[config.mk]
export PLATFORM = sky130hd
export DESIGN_NAME = mcu_irq_arbiter
export DESIGN_NICKNAME = d
export VERILOG_FILES = /design/src/rtl/mcu_pkg.sv /design/src/rtl/rr_pick.sv /design/src/rtl/mcu_irq_arbiter.sv
export SDC_FILE = /design/constraint.sdc
export NUM_CORES = 1
export LEC_CHECK = 0
export ABC_AREA = 0
export BUFFER_PORTS_ARGS = -buffer_cell sky130_fd_sc_hd__buf_2
export CORE_ASPECT_RATIO = 0.8
export CORE_MARGIN = 10
export CORE_UTILIZATION = 40
export DETAILED_ROUTE_END_ITERATION = 8
export SETUP_SLACK_MARGIN = 0.15
export SYNTH_ARGS = -nofsm -noshare
export SYNTH_HDL_FRONTEND = slang
export SYNTH_SLANG_ARGS = --single-unit
[constraint.sdc]
create_clock -name clk -period 2.5 [get_ports clk]
set_input_delay 0.125 -clock clk [delete_from_list [all_inputs] [get_ports clk]]
set_output_delay 0.125 -clock clk [all_outputs]
set_load 0.01 [all_outputs]
[src/rtl/mcu_pkg.sv]
// Shared constants and types for the MCU byte-channel interrupt arbiter.
package mcu_pkg;

   localparam logic [7:0] MCU_CMD_GRANT   = 8'h01;
   localparam logic [7:0] MCU_CMD_PENDING = 8'h02;
   localparam logic [7:0] MCU_CMD_MASK    = 8'h03;

   localparam logic [7:0] MCU_TARGET_IRQ  = 8'd4;

   localparam int unsigned GRANT_VALID = 7;

   typedef enum logic {
      StIdle   = 1'b0,
      StMaskWr = 1'b1
   } mcu_state_e;

endpackage

[src/rtl/rr_pick.sv]
// Combinational round-robin priority encoder: first set request above rr_last, wrapping at N.
module rr_pick #(
   parameter int unsigned N = 4
) (
   input  logic [N-1:0] req,
   input  logic [2:0]   rr_last,
   output logic         found,
   output logic [2:0]   index
);

   always_comb begin
      found = 1'b0;
      index = 3'd0;
      // Upper segment (after rr_last) has priority over the wrapped lower segment.
      for (int i = 0; i < N; i++) begin
         if (!found && req[i] && (i > int'(rr_last))) begin
            found = 1'b1;
            index = 3'(i);
         end
      end
      for (int i = 0; i < N; i++) begin
         if (!found && req[i] && (i <= int'(rr_last))) begin
            found = 1'b1;
            index = 3'(i);
         end
      end
   end

endmodule

[src/rtl/mcu_irq_arbiter.sv]
// Latches service requests, drives the MCU interrupt, and serves GRANT/PENDING/MASK
// commands as a byte-channel target.
module mcu_irq_arbiter
   import mcu_pkg::*;
#(
   parameter int unsigned N_SRC   = 4,
   parameter int unsigned HOLDOFF = 16
) (
   input  logic             clk,
   input  logic             reset_n,
   input  logic [N_SRC-1:0] src_req,
   output logic [N_SRC-1:0] src_ack,
   output logic             irq_n,
   input  logic             mcu_strobe,
   input  logic             mcu_start,
   input  logic [7:0]       mcu_din,
   output logic [7:0]       mcu_dout
);

   mcu_state_e       state_q, state_d;
   logic [N_SRC-1:0] pending_q, pending_d;
   logic [N_SRC-1:0] enable_q, enable_d;
   logic [2:0]       rr_last_q, rr_last_d;
   logic [N_SRC-1:0] src_ack_q, src_ack_d;
   logic             irq_n_q, irq_n_d;
   logic [7:0]       dout_q, dout_d;
   logic [7:0]       hold_q, hold_d;

   logic             cmd_strobe;
   logic             data_strobe;
   logic             pick_found;
   logic [2:0]       pick_index;
   logic             grant;
   logic [N_SRC-1:0] grant_vec;

   rr_pick #(
      .N (N_SRC)
   ) u_rr_pick (
      .req     (pending_q & enable_q),
      .rr_last (rr_last_q),
      .found   (pick_found),
      .index   (pick_index)
   );

   assign cmd_strobe  = mcu_strobe && mcu_start;
   assign data_strobe = mcu_strobe && !mcu_start;
   assign grant       = cmd_strobe && (mcu_din == MCU_CMD_GRANT) && pick_found;

   always_comb begin
      grant_vec = '0;
      for (int i = 0; i < N_SRC; i++) begin
         grant_vec[i] = grant && (pick_index == 3'(i));
      end
   end

   always_comb begin
      state_d  = state_q;
      enable_d = enable_q;
      dout_d   = dout_q;

      if (cmd_strobe) begin
         state_d = StIdle;
         dout_d  = 8'h00;
         unique case (mcu_din)
            MCU_CMD_GRANT: begin
               if (pick_found) begin
                  dout_d[GRANT_VALID] = 1'b1;
                  dout_d[2:0]         = pick_index;
               end
            end
            MCU_CMD_PENDING: dout_d[N_SRC-1:0] = pending_q;
            MCU_CMD_MASK: begin
               dout_d[N_SRC-1:0] = enable_q;
               state_d           = StMaskWr;
            end
            default: ;
         endcase
      end else if (data_strobe && (state_q == StMaskWr)) begin
         enable_d = mcu_din[N_SRC-1:0];
         state_d  = StIdle;
      end
   end

   // A request arriving in the grant cycle survives the clear.
   assign pending_d = (pending_q & ~grant_vec) | src_req;
   assign src_ack_d = grant_vec;
   assign rr_last_d = grant ? pick_index : rr_last_q;

   always_comb begin
      if (grant) begin
         hold_d = 8'(HOLDOFF);
      end else if (hold_q != 8'd0) begin
         hold_d = hold_q - 8'd1;
      end else begin
         hold_d = 8'd0;
      end
   end

   assign irq_n_d = !(((pending_d & enable_d) != '0) && (hold_d == 8'd0));

   always_ff @(posedge clk or negedge reset_n) begin
      if (!reset_n) begin
         state_q   <= StIdle;
         pending_q <= '0;
         enable_q  <= '1;
         rr_last_q <= 3'(N_SRC - 1);
         src_ack_q <= '0;
         irq_n_q   <= 1'b1;
         dout_q    <= 8'h00;
         hold_q    <= 8'd0;
      end else begin
         state_q   <= state_d;
         pending_q <= pending_d;
         enable_q  <= enable_d;
         rr_last_q <= rr_last_d;
         src_ack_q <= src_ack_d;
         irq_n_q   <= irq_n_d;
         dout_q    <= dout_d;
         hold_q    <= hold_d;
      end
   end

   assign src_ack  = src_ack_q;
   assign irq_n    = irq_n_q;
   assign mcu_dout = dout_q;

endmodule

==> flow_metrics.env <==
export IMPL_outcome="finished, final reports clean"
export IMPL_synthTopCellsByArea="dfrtp_1, dfstp_2, nand2_1"
export IMPL_drt_wl_total_mm=3.74
export IMPL_fillCellCount=366
export IMPL_cap_viol_max_count=0
export IMPL_tns_ps=0
export IMPL_min_from="src_req[0]"
export IMPL_die_x_um=90.8
export IMPL_reg2reg_depth=6
export IMPL_r2r_slack_ps=290
export IMPL_holdWs_ps=51.5
export IMPL_path_max_fanout=4
export IMPL_hold_end="pending_q[0]$_DFF_PN0_"
export IMPL_grtUsageMet2=0.165
export IMPL_fin_area_um2=1880
export IMPL_final_util=0.490
export IMPL_ir_drop_mv=0.345
export IMPL_p_clk_frac=0.344
export IMPL_reg2reg_to="irq_n$_DFF_PN1_"
export IMPL_first_pass_iters=4
export IMPL_syn_cell_area_um2=1600
export IMPL_synth_seq_cells=29
export IMPL_swShare=0.289
export IMPL_yosysSeqAreaShare=0.458
export IMPL_p_per_area_nw_per_um2=759
export IMPL_clock_sinks=29
export IMPL_grt_first_pass_wirelength_mm=6.25
export IMPL_io_pin_count=29
export IMPL_skew_ps=4.12
export IMPL_track_usage=0.110
export IMPL_yosysWarningCount=0
export IMPL_dp_hpwl_mm=2.89
export IMPL_synth_flop_cell="dfrtp_1"
export IMPL_finalWorstSetupSlack_ps=288
export IMPL_numPortBuffers=25
export IMPL_antenna_found_initial=0
export IMPL_post_route_min_period_ps=2210
export IMPL_core_rowCount=20
export IMPL_clock_fmax_ghz=0.452
export IMPL_cp_required_ps=2690
export IMPL_cts_buffers=5
export IMPL_dpl_cell_area_um2=1750
export IMPL_grt_met1_usage=0.142
export IMPL_worst_slew_pin_slew_ps=633
export IMPL_initialDrtViolationCount=186
export IMPL_avgSynthCellArea_um2=9.77
export IMPL_seqCellArea_um2=734
export IMPL_die_area_um2=6950
export IMPL_worst_setup_path_end_kind="register"
export IMPL_viasPerCell=5.26
export IMPL_grt_max_degree=30
export IMPL_core_um2=3830
export IMPL_grt_overflow=0
export IMPL_p_comb_frac=0.222
export IMPL_clk_pin_slew_worst_paths_ps=60
export IMPL_holdPathStages=3
export IMPL_die_y_um=76.6
export IMPL_start_util=0.419
export IMPL_fin_nets=211
export IMPL_synth_async_reset_ratio=1.00
export IMPL_clockBufferDepth=2
export IMPL_r2r_start="rr_last_q[0]$_DFFE_PN1P_"
export IMPL_wire_per_inst_um=15.0
export IMPL_p_sw_w=0.000412
export IMPL_setup_violations=0
export IMPL_synth_edff_count=0
export IMPL_arrival_ps=2400
export IMPL_startpoint="rr_last_q[0]$_DFFE_PN1P_"
export IMPL_antenna_diode_count=0
export IMPL_drive_above_1_share=0.278
export IMPL_p_int_w=0.00101
export IMPL_worst_hold_path_type="primary input to register"
export IMPL_cts_root_buf="clkbuf_8"
export IMPL_finalCritPeriodShare=0.885
export IMPL_use_met3=0.0413
export IMPL_leakagePower_nw=0.893
export IMPL_grt_pass1_vias=1285
export IMPL_worstSetupPathType="register to register"
export IMPL_seqPwrFrac=0.434
export IMPL_drcViolationCount=0
export IMPL_synth_top_cell_area_share=0.343
export IMPL_synth_area_leader_cell="dfrtp_1"
export IMPL_multi_input_area_um2=781
export IMPL_rsz0062_at_grt="no"
export IMPL_relSlewSlack=0.578
export IMPL_place_ws_ps=297
export IMPL_h_tree_depth=2
export IMPL_clk_latency_ps=270
export IMPL_synthCells=164
export IMPL_setup_worst_path_start_class="register"
export IMPL_syn2layout_area_growth_pct=17.1
export IMPL_ys_types=52
export IMPL_hold_viol=0
export IMPL_vias=1310
export IMPL_gp_congestion=0.885
export IMPL_post_cts_buffers=0
export IMPL_ant_nets=0
export IMPL_tritoncts="yes"
export IMPL_busiest_layer="met2"
export IMPL_maxSlewViolCount=0
## power by group through the flow
stage                     Sequential, W  Clock [W]  Combinational [W]
after floorplan                0.000610          0           0.000248
after global placement         0.000623          0           0.000308
after detailed placement       0.000624          0           0.000318
after CTS                      0.000618   0.000503           0.000319
after global routing           0.000634   0.000530           0.000361
final                          0.000618   0.000490           0.000316
## state kept, by name, summed over array words and instances (netlist names)
register,flops
enable_q,4
hold_q,8
irq_n,1
mcu_dout,5
pending_q,4
rr_last_q,2
src_ack,4
state_q,1
## cell usage after synthesis, drive strengths merged (2+ instances only)
master,count
o22ai,3
a22oi,2
nand3,3
a22o,3
xnor2,3
o21ai,10
mux2i,6
ha,2
nand2,25
nor2,17
o31ai,4
o21bai,3
buf,7
inv,9
and2,2
a21boi,2
xor2,3
nor3,5
dfstp,7
mux2,3
dfrtp,22
## metrics by stage
stage,total power (W),cells
after global routing,0.00152,249
after floorplan,0.000858,166
after detailed placement,0.000942,240
after CTS,0.00144,249
after global placement,0.000930,240
final,0.00143,249
## per-layer routing
layer | share of wire | wire length (um)
met1 | 0.46 | 1710
met2 | 0.45 | 1700
met3 | 0.074 | 277
met4 | 0.016 | 59
met5 | 0 | 0
## layout by cell type (no fill, tap or decap), types with 2 or more instances in the layout
| cell | Yosys | layout |
|---|---|---|
| o21bai_1 | 2 | 2 |
| conb_1 | 1 | 3 |
| clkbuf_8 | 0 | 6 |
| o22ai_1 | 3 | 3 |
| nor3_1 | 5 | 5 |
| dfstp_2 | 7 | 7 |
| nand2_1 | 24 | 24 |
| ha_1 | 2 | 2 |
| mux2i_1 | 6 | 6 |
| xnor2_1 | 3 | 3 |
| mux2_2 | 3 | 3 |
| buf_2 | 1 | 25 |
| o21ai_0 | 9 | 9 |
| nand3_1 | 3 | 3 |
| nor2_1 | 17 | 17 |
| a22o_2 | 3 | 3 |
| inv_1 | 9 | 9 |
| xor2_1 | 3 | 3 |
| a22oi_1 | 2 | 2 |
| dfrtp_1 | 22 | 22 |
| o31ai_1 | 3 | 3 |
## layout make-up
cell class | count | share of cell area
flip-flops and latches | 29 | 0.391
inverters | 9 | 0.0180
clock buffers | 7 | 0.0460
well taps | 55 | 0.0367
repair buffers | 27 | 0.0760
multi-input cells | 121 | 0.416
clock inverters | 1 | 0.0160
## worst max-delay path by stage
stage                                  to  slack (ps)
final                     irq_n$_DFF_PN1_         290
after global routing      irq_n$_DFF_PN1_         160
after CTS                 irq_n$_DFF_PN1_         310
after detailed placement  irq_n$_DFF_PN1_         300
after global placement    irq_n$_DFF_PN1_         360
after floorplan           irq_n$_DFF_PN1_         640
## cell families (layout without fill, tap and decap cells)
logic type | after synthesis | after routing | share of synthesized area
mux | 9 | 9 | 0.0585
flops | 29 | 29 | 0.458
compound gates | 38 | 38 | 0.183
other cells | 1 | 3 | 0.00234
xor+xnor | 6 | 6 | 0.0328
simple gates | 63 | 63 | 0.190
fa+ha+maj | 2 | 2 | 0.0156
buf+inv | 16 | 44 | 0.0593
## what timing repair did
action	CTS	global route
endpoints found under the hold margin	22	0
gates resized for setup	0	0
hold buffers	1	0
## critical path, cell delays in order, from the launching register on
cell and delay (ps):
dfstp_2 560, and3b_1 220, a311o_1 370, a2bb2oi_1 410, nor3b_2 240, o22ai_1 100, o31ai_2 230
Note: power is estimated with default switching activity, not from simulation.
